**config.mk**
```make
export PLATFORM = sky130hd
export DESIGN_NAME = fnd_scan_controller_flat
export DESIGN_NICKNAME = d
export VERILOG_FILES = /design/src/rtl/fnd_pkg.sv /design/src/rtl/fnd_if.sv /design/src/rtl/fnd_hex_decoder.sv /design/src/rtl/fnd_scan_controller.sv /design/src/flat_wrapper.sv
export SDC_FILE = /design/constraint.sdc
export NUM_CORES = 1
export LEC_CHECK = 0
export ABC_AREA = 1
export BUFFER_PORTS_ARGS = -buffer_cell sky130_fd_sc_hd__clkbuf_2
export CAP_MARGIN = 20
export CORE_MARGIN = 2
export CORE_UTILIZATION = 58
export DETAILED_ROUTE_END_ITERATION = 7
export PLACE_DENSITY = 0.89
export SLEW_MARGIN = 20
export SYNTH_ARGS = -nofsm -noshare
export SYNTH_HDL_FRONTEND = slang
export SYNTH_SLANG_ARGS = --single-unit
export TNS_END_PERCENT = 5
```
**constraint.sdc**
```tcl
create_clock -name i_clk -period 2.3 [get_ports i_clk]
set_input_delay 0.46 -clock i_clk [delete_from_list [all_inputs] [get_ports i_clk]]
set_output_delay 0.46 -clock i_clk [all_outputs]
set_load 0.01 [all_outputs]
```
**src/rtl/fnd_pkg.sv**
```systemverilog
// Shared constants and types for the 4-digit common-anode FND scan controller.
// Segment codes are active-low, bit order {dp,g,f,e,d,c,b,a}.
package fnd_pkg;

  localparam int NUM_DIGITS = 4;

  localparam logic [7:0] SEG_OFF = 8'hFF;
  localparam logic [3:0] COM_OFF = 4'b1111;

  // Entry n is the pattern for hex digit n (entry 0 is the rightmost byte).
  localparam logic [15:0][7:0] HEX_SEG = {
    8'h8E, 8'h86, 8'hA1, 8'hC6, 8'h83, 8'h88, 8'h90, 8'h80,
    8'hF8, 8'h82, 8'h92, 8'h99, 8'hB0, 8'hA4, 8'hF9, 8'hC0
  };

  typedef enum logic {
    ST_BLANK,
    ST_DRIVE
  } scan_state_e;

  typedef struct packed {
    logic [15:0] value;
    logic [3:0]  dp;
    logic        blank_lz;
  } disp_data_t;

  // Bit k set when digit k is a leading zero to suppress; digit 0 always shows.
  function automatic logic [NUM_DIGITS-1:0] lz_mask(input logic [15:0] value,
                                                    input logic        en);
    logic [NUM_DIGITS-1:0] mask;
    logic                  all_zero;
    mask     = '0;
    all_zero = 1'b1;
    for (int k = NUM_DIGITS - 1; k >= 1; k--) begin
      all_zero = all_zero & (value[4*k +: 4] == 4'h0);
      mask[k]  = en & all_zero;
    end
    return mask;
  endfunction

endpackage

```
**src/rtl/fnd_if.sv**
```systemverilog
// Load/ack handshake between the application logic and the FND scan controller.
interface fnd_if;
  import fnd_pkg::*;

  logic [15:0] value;
  logic [3:0]  dp;
  logic        blank_lz;
  logic        load;
  logic        ack;

  modport master (output value, output dp, output blank_lz, output load, input ack);
  modport slave  (input value, input dp, input blank_lz, input load, output ack);

endinterface

```
**src/rtl/fnd_hex_decoder.sv**
```systemverilog
// Combinational hex nibble to active-low 7-segment pattern, dp folded into bit 7.
module fnd_hex_decoder
  import fnd_pkg::*;
(
  input  logic [3:0] nibble,
  input  logic       dp,
  output logic [7:0] seg
);

  logic [7:0] hex_code;

  assign hex_code = HEX_SEG[nibble];
  assign seg      = {~dp, hex_code[6:0]};

endmodule

```
**src/rtl/fnd_scan_controller.sv**
```systemverilog
// Time-multiplexed scan of a 4-digit FND with per-slot dead time and
// frame-aligned latching of new display data via a load/ack handshake.
module fnd_scan_controller
  import fnd_pkg::*;
#(
  parameter int unsigned CLK_DIV   = 100000,
  parameter int unsigned BLANK_CYC = 1000
) (
  input  logic       i_clk,
  input  logic       i_reset,
  fnd_if.slave       bus,
  output logic [3:0] o_com,
  output logic [7:0] o_seg
);

  localparam int unsigned     CNT_W     = (CLK_DIV > 1) ? $clog2(CLK_DIV) : 1;
  localparam logic [CNT_W-1:0] CNT_MAX   = CNT_W'(CLK_DIV - 1);
  localparam logic [CNT_W-1:0] BLANK_LIM = CNT_W'(BLANK_CYC);
  localparam scan_state_e      ST_RESET  = (BLANK_CYC > 0) ? ST_BLANK : ST_DRIVE;

  logic [CNT_W-1:0] cnt_q, cnt_d;
  logic [1:0]       idx_q, idx_d;
  scan_state_e      state_q, state_d;

  disp_data_t       shadow_q, shadow_d;
  disp_data_t       pend_q;
  logic             pend_valid_q, pend_valid_d;

  logic [3:0]       com_d;
  logic [7:0]       seg_d;
  logic             ack_d;
  logic             frame_end;

  logic [3:0]       cur_nibble;
  logic             cur_dp;
  logic [7:0]       dec_seg;
  logic [3:0]       lz;

  assign cur_nibble = shadow_q.value[{idx_q, 2'b00} +: 4];
  assign cur_dp     = shadow_q.dp[idx_q];
  assign lz         = lz_mask(shadow_q.value, shadow_q.blank_lz);
  assign frame_end  = (cnt_q == CNT_MAX) && (idx_q == 2'd3);

  fnd_hex_decoder u_dec (
    .nibble (cur_nibble),
    .dp     (cur_dp),
    .seg    (dec_seg)
  );

  // NOTE: every signal gets a default before any branch so no latch is inferred.
  always_comb begin
    cnt_d   = cnt_q + 1'b1;
    idx_d   = idx_q;
    if (cnt_q == CNT_MAX) begin
      cnt_d = '0;
      idx_d = idx_q + 2'd1;
    end
    // Phase tracks the counter value the next cycle will hold.
    state_d = ((BLANK_CYC > 0) && (cnt_d < BLANK_LIM)) ? ST_BLANK : ST_DRIVE;
  end

  always_comb begin
    com_d = COM_OFF;
    seg_d = SEG_OFF;
    if (state_q == ST_DRIVE) begin
      com_d = ~(4'b0001 << idx_q);
      seg_d = lz[idx_q] ? {~cur_dp, 7'h7F} : dec_seg;
    end
  end

  // A load arriving on the boundary cycle stays pending for the following frame.
  always_comb begin
    shadow_d     = shadow_q;
    pend_valid_d = pend_valid_q;
    ack_d        = 1'b0;
    if (frame_end && pend_valid_q) begin
      shadow_d     = pend_q;
      pend_valid_d = 1'b0;
      ack_d        = 1'b1;
    end
    if (bus.load) begin
      pend_valid_d = 1'b1;
    end
  end

  // NOTE: state uses non-blocking assignments so all registers see pre-edge values.
  always_ff @(posedge i_clk) begin
    if (i_reset) begin
      cnt_q        <= '0;
      idx_q        <= '0;
      state_q      <= ST_RESET;
      o_com        <= COM_OFF;
      o_seg        <= SEG_OFF;
      bus.ack      <= 1'b0;
      shadow_q     <= '0;
      pend_q       <= '0;
      pend_valid_q <= 1'b0;
    end else begin
      cnt_q        <= cnt_d;
      idx_q        <= idx_d;
      state_q      <= state_d;
      o_com        <= com_d;
      o_seg        <= seg_d;
      bus.ack      <= ack_d;
      shadow_q     <= shadow_d;
      pend_valid_q <= pend_valid_d;
      if (bus.load) begin
        pend_q <= {bus.value, bus.dp, bus.blank_lz};
      end
    end
  end

endmodule

```
**src/flat_wrapper.sv**
```systemverilog
// flat-port wrapper written by rule: the top's interface ports become plain ports
module fnd_scan_controller_flat import fnd_pkg::*;
#(
  parameter int unsigned CLK_DIV   = 100000,
  parameter int unsigned BLANK_CYC = 1000
)
  (i_clk, i_reset, o_com, o_seg, bus_value, bus_dp, bus_blank_lz, bus_load, bus_ack);
  fnd_if bus_i ();
  input  logic i_clk;
  input  logic i_reset;
  output logic [3:0] o_com;
  output logic [7:0] o_seg;
  input wire logic [$bits(bus_i.value)-1:0] bus_value;
  input wire logic [$bits(bus_i.dp)-1:0] bus_dp;
  input wire logic [$bits(bus_i.blank_lz)-1:0] bus_blank_lz;
  input wire logic [$bits(bus_i.load)-1:0] bus_load;
  output wire logic [$bits(bus_i.ack)-1:0] bus_ack;
  assign bus_i.value = bus_value;
  assign bus_i.dp = bus_dp;
  assign bus_i.blank_lz = bus_blank_lz;
  assign bus_i.load = bus_load;
  assign bus_ack = bus_i.ack;
  fnd_scan_controller #(.CLK_DIV(CLK_DIV), .BLANK_CYC(BLANK_CYC)) u_core (.i_clk(i_clk), .i_reset(i_reset), .bus(bus_i), .o_com(o_com), .o_seg(o_seg));
endmodule
```
==> flow_metrics.tcl, run 1 <==
set metrics [dict create \
    antennaDiodeCount 0 \
    dieArea_sq_mm 0.00648 \
    cts_root_buf "clkbuf_8" \
    synth_top_area_share_pct 44.8 \
    path_max_fanout 12 \
    hold_buffers 0 \
    io_pins 37 \
    hold_class "in -> reg" \
    netlist_instances 487 \
    cts_sinks 76 \
    period_share_pct 86.6 \
    drc 0 \
    critPathMostFrequentCell "nand2_1" \
    die_h_microns 80.5 \
    cts_resized 0 \
    vias_per_cell 5.31 \
    synthTopCellsByArea "dfxtp_1, nor2_1, nand2_1, o21ai_0, nand3_1" \
    n_fill_cell 482 \
    p_seq_share_pct 51.0 \
    core_area_sq_mm 0.00557 \
    numPlacedInstances 582 \
    grt.overflow.total 0 \
    syn_to_final_growth_pct 13.0 \
    required_ns 2.54 \
    synth_edf_count 0 \
    tightest_slew_ns 0.639 \
    synthFlopType "dfxtp_1" \
    yosysMostFrequentCell "nor2_1" \
    row_count 27 \
    grt_usage_pct 24.7 \
    tns_ns 0 \
    synth.avg_cell_area_sq_um 6.97 \
    min_from "bus_value[2]" \
    cts_tree "built" \
    critPathMaxStageDelay_ns 0.37 \
    worstPathCellList "inv_1 > a21oi_1 > a32oi_1 > inv_1 > ha_1 > nand2_1 > nand2_1 > o22ai_1 > nand2_1" \
    num_vias 3170 \
    setup_viol 0 \
    drv_slew 0 \
    combinationalPowerShare_pct 3.6 \
    p_sw_share_pct 21.6 \
    fin_crit_ns 1.99 \
    wl_per_cell_microns 12.2 \
    antenna_left 0 \
    nets 556 \
    r2r_setup_slack_ns 0.31 \
    max_slew_margin_pct 57.3 \
    h-tree-depth 3 \
    gp_congestion 0.934 \
    detailed_place_hpwl_microns 5020 \
    final-instance-count-excl-fill 597 \
    initial_core_util_pct 60.9 \
    grt_max_degree 45 \
    worstReg2RegStart "u_core.idx_q[1]" \
    drt-total-wl_microns 7270 \
    synthArstFlopShare_pct 0 \
    yosys_warnings 0 \
    ys_ff_latch 76 \
    grt_pass1_wl_microns 12300 \
    worstPathArrival_ns 2.23 \
    start_kind "register" \
    p_switching_uw 577 \
    criticalPathCategory "reg -> reg" \
    clock_latency_ns 0.36 \
    cap_violations 0 \
    layout-drive-gt1-share_pct 12.6 \
    vdd_drop_max_mv 0.556 \
    finalHoldViolCount 0 \
    yosysSeqAreaShare_pct 44.8 \
    yosys.area.top_type "dfxtp_1" \
    syn-num-nets 522 \
    dr.pass1.iters 5 \
    clkPwrFrac_pct 45.5 \
    postCtsSetupRepairBufs 0 \
    cts-buffers-inserted 9 \
    synth_cell_types 30 \
    path_clk_slew_ns 0.08 \
    first_global_vias 2849 \
    io_buffer_count 36 \
    hold_depth 3 \
    drt_iter0_drc 229 \
    synth_common_cells "nor2_1, nand2_1, dfxtp_1, o21ai_0, inv_1" \
    ff2ff_path_depth 9 \
    antenna_found_initial 0 \
    critPathSlowestCell "dfxtp_1" \
    power_density_mw_per_mm2 698 \
    die-width_microns 80.5 \
    timing.rr.end "u_core.o_seg[3]" \
    p_int_mw 2.10 \
    endpoint_kind "register" \
    cts.path.max_buffers 2 \
    fmax_mhz 502 \
    skew_ns 0.00738 \
    p_leak_nw 1.67 \
    hold_end "u_core.pend_q[7]" \
    rsz0062_at_grt "no" \
    synth_area_sq_mm 0.00339 \
    outcome "finished clean" \
]
worst max path at each step:
stage	startpoint	endpoint	cells after the start
final	u_core.idx_q[1]	u_core.o_seg[3]	9
after global routing	u_core.idx_q[1]	u_core.o_seg[3]	8
after global placement	u_core.idx_q[1]	u_core.o_seg[3]	8
after CTS	u_core.idx_q[1]	u_core.o_seg[3]	8
after floorplan	u_core.idx_q[0]	u_core.o_seg[6]	11
after detailed placement	u_core.idx_q[1]	u_core.o_seg[3]	8
cell type report:
type,instances,area [sq um],area share (%)
multi-input combinational,355,1630,42.5
tap,72,90.1,2.35
clock inverter,6,114,2.97
inverter,40,153,3.98
clock buffer,9,124,3.23
timing repair buffer,39,203,5.29
sequential,76,1520,39.7
worst max-delay path, delay by kind of cell (launching register included):
kind,cells,cell delay [ns]
AOI/OAI and AO/OA,3,0.59
buffers and inverters,2,0.48
DFF,1,0.37
adders and majority gates,1,0.23
and+or+nand+nor,3,0.22
cell families after synthesis:
group	count (synthesis)	share of synthesized area [%]
AND/OR/NAND/NOR	269	32.2
flip-flops	76	44.8
AO/OA/AOI/OAI	74	11.5
buffers and inverters	56	7.15
adder cells (fa/ha/maj)	11	4.06
XOR/XNOR	1	0.258
flip-flops by register name (all words and copies together) (netlist names):
register / flops
u_core.bus.ack: 1
u_core.cnt_q: 17
u_core.idx_q: 2
u_core.o_com: 4
u_core.o_seg: 8
u_core.pend_q: 21
u_core.pend_valid_q: 1
u_core.shadow_q: 21
u_core.state_q: 1
stage by stage:
step                setup WS (ns)  instance area (sq um)  util, %  hold WS [ns]  total power [mW]
floorplan                   0.337                   3390        -         0.430              1.45
global placement            0.442                   3600     64.5         0.458              1.48
detailed placement          0.320                   3600     64.5         0.464              1.49
CTS                         0.298                   3830     68.8         0.308              2.70
global route               0.0988                   3830     68.8         0.322              2.77
finish                      0.309                   3830     68.8         0.320              2.68
power groups by stage:
stage / registers (mW) / clock network [mW] / logic [mW]
final: 1.36 / 1.22 / 0.0954
after global routing: 1.37 / 1.29 / 0.112
after CTS: 1.36 / 1.24 / 0.0952
after detailed placement: 1.39 / 0 / 0.0939
after global placement: 1.39 / 0 / 0.0908
after floorplan: 1.39 / 0 / 0.0617
cells in the final DEF (no fill, tap or decap), drive strengths merged, types with 3 or more instances in the layout:
cell type	instances
a21oi	11
o21ai	55
ha	11
nand4	3
o21bai	3
nand3	33
nand2	91
bufinv	3
dfxtp	76
buf	3
nor2	138
clkbuf	45
inv	39
routing by layer:
layer / up-vias / wire, microns / track usage, %
met5: - / 0 / 0
met4: 0 / 186 / 13.9
met3: 18 / 450 / 4.83
met2: 111 / 3390 / 39.3
met1: 1423 / 3250 / 31.3
li1: 1618 / - / -
No activity file was read; power rests on OpenSTA's default activity.
==> run 2, diff against run 1 <==
GPL_TIMING_DRIVEN = 0   (was unset)
==> flow_metrics.tcl, run 2 (synthesis gave the netlist of run 1 again) <==
set metrics [dict create \
    first_global_vias 2880 \
    hold_buffers 0 \
    worstPathCellList "buf_4 > inv_2 > o21ai_0 > a21boi_1 > inv_1 > ha_1 > inv_1 > nor2_1 > o21bai_1 > nand2_1 > nand3_1" \
    die-width_microns 80.5 \
    path_buf_inv 4 \
    cap_violations 0 \
    drv_slew 0 \
    cts.path.max_buffers 2 \
    setup_slack_ns 0.227 \
    criticalPathCategory "reg -> reg" \
    io_buffer_count 36 \
    initial_core_util_pct 60.9 \
    outcome "finished clean" \
    core_area_sq_mm 0.00557 \
    setup_viol 0 \
    antennaDiodeCount 0 \
    start_kind "register" \
    wl_per_cell_microns 11.8 \
    grt.overflow.total 0 \
    num_vias 3198 \
    hold_class "in -> reg" \
    nets 569 \
    max_slew_margin_pct 65.3 \
    antenna_left 0 \
    critPathSlowestCell "a21boi_1" \
    required_ns 2.53 \
    cts-buffers-inserted 9 \
    path_max_fanout 10 \
    met2_usage_pct 39.7 \
    cpLargestDelayFamily "compound AO/OA/AOI/OAI gates" \
    io_pins 37 \
    syn_to_final_growth_pct 14.2 \
    fin_crit_ns 2.07 \
    antenna_found_initial 0 \
    postCtsSetupRepairBufs 0 \
    endpoint_kind "register" \
    skew_ns 0.00685 \
    dieArea_sq_mm 0.00648 \
    fmax_mhz 482 \
    cts_sinks 76 \
    detailed_place_hpwl_microns 5290 \
    grt_usage_pct 24.9 \
    tns_ns 0 \
    period_share_pct 90.1 \
    vias_per_cell 5.23 \
    grt_max_degree 16 \
    h-tree-depth 3 \
    die_h_microns 80.5 \
    clock_latency_ns 0.36 \
    busiest_layer "met2" \
    rsz0062_at_grt "no" \
    critPathMostFrequentCell "inv_1" \
    power_density_mw_per_mm2 651 \
    cts_resized 0 \
    drt_iter0_drc 192 \
    cts_root_buf "clkbuf_8" \
    finalHoldViolCount 0 \
    critPathMaxStageDelay_ns 0.38 \
    reg_top3 "u_core.pend_q: 21 flops, u_core.shadow_q: 21 flops, u_core.cnt_q: 17 flops" \
    layout_common_cells "nor2_1, nand2_1, dfxtp_1" \
    grt_use_met1_pct 32.8 \
    grt_util_met3_pct 5.51 \
    vdd_drop_max_mv 0.437 \
    dr.pass1.iters 5 \
    p_leak_nw 1.69 \
    path_clk_slew_ns 0.09 \
    tightest_slew_ns 0.520 \
    layout_commonest_cell "nor2_1" \
    cts_tree "built" \
    gp_congestion 0.906 \
    layout-drive-gt1-share_pct 13.4 \
    row_count 27 \
    drc 0 \
    worstPathArrival_ns 2.30 \
    grt_pass1_wl_microns 12500 \
    dp_slack_ns 0.0133 \
    drt-total-wl_microns 7220 \
]
run 2: tightest hold or removal path: stages:
cell and delay [ns]:
clkbuf_2 0.07, nor2_1 0.03, nor2_1 0.08
run 2: area by class of cell:
cell class / count / area (sq um)
fillers: 482 / 1700
multi-input cells: 355 / 1640
flip-flops and latches: 76 / 1520
repair buffers: 36 / 180
inverters: 40 / 153
clock buffers: 9 / 124
plain buffers: 16 / 90.1
well taps: 72 / 90.1
clock inverters: 7 / 81.3
run 2: final timing paths:
| path | end | slack (ns) | cells after the start | start |
|---|---|---|---|---|
| worst max-delay path | u_core.o_seg[6] | 0.23 | 11 | u_core.idx_q[0] |
| worst min-delay path | u_core.pend_q[20] | 0.32 | 3 | bus_value[15] |
| worst max register to register | u_core.o_seg[6] | 0.23 | 11 | u_core.idx_q[0] |
| worst min register to register | u_core.shadow_q[11] | 0.48 | 2 | u_core.shadow_q[11] |
run 2: routing by layer:
layer  part of all wire (%)  up-vias
li1                       -     1647
met1                     47     1427
met2                     45      112
met3                    6.2       12
met4                    1.7        0
met5                      0        -
run 2: report_power, final:
part           switching [mW]  leakage [nW]  internal, mW
combinational          0.0622         0.966        0.0394
clock                   0.538         0.101         0.518
sequential             0.0184         0.619          1.35
run 2: per-stage QoR:
| step | power [mW] | instances | util [%] | cell area, sq um | hold WS, ns |
|---|---|---|---|---|---|
| floorplan | 1.45 | 487 | - | 3390 | 0.430 |
| global placement | 1.49 | 595 | 65.7 | 3660 | 0.454 |
| detailed placement | 1.49 | 595 | 65.7 | 3660 | 0.470 |
| CTS | 2.54 | 611 | 69.4 | 3870 | 0.315 |
| global route | 2.60 | 611 | 69.5 | 3880 | 0.321 |
| finish | 2.52 | 611 | 69.5 | 3880 | 0.317 |
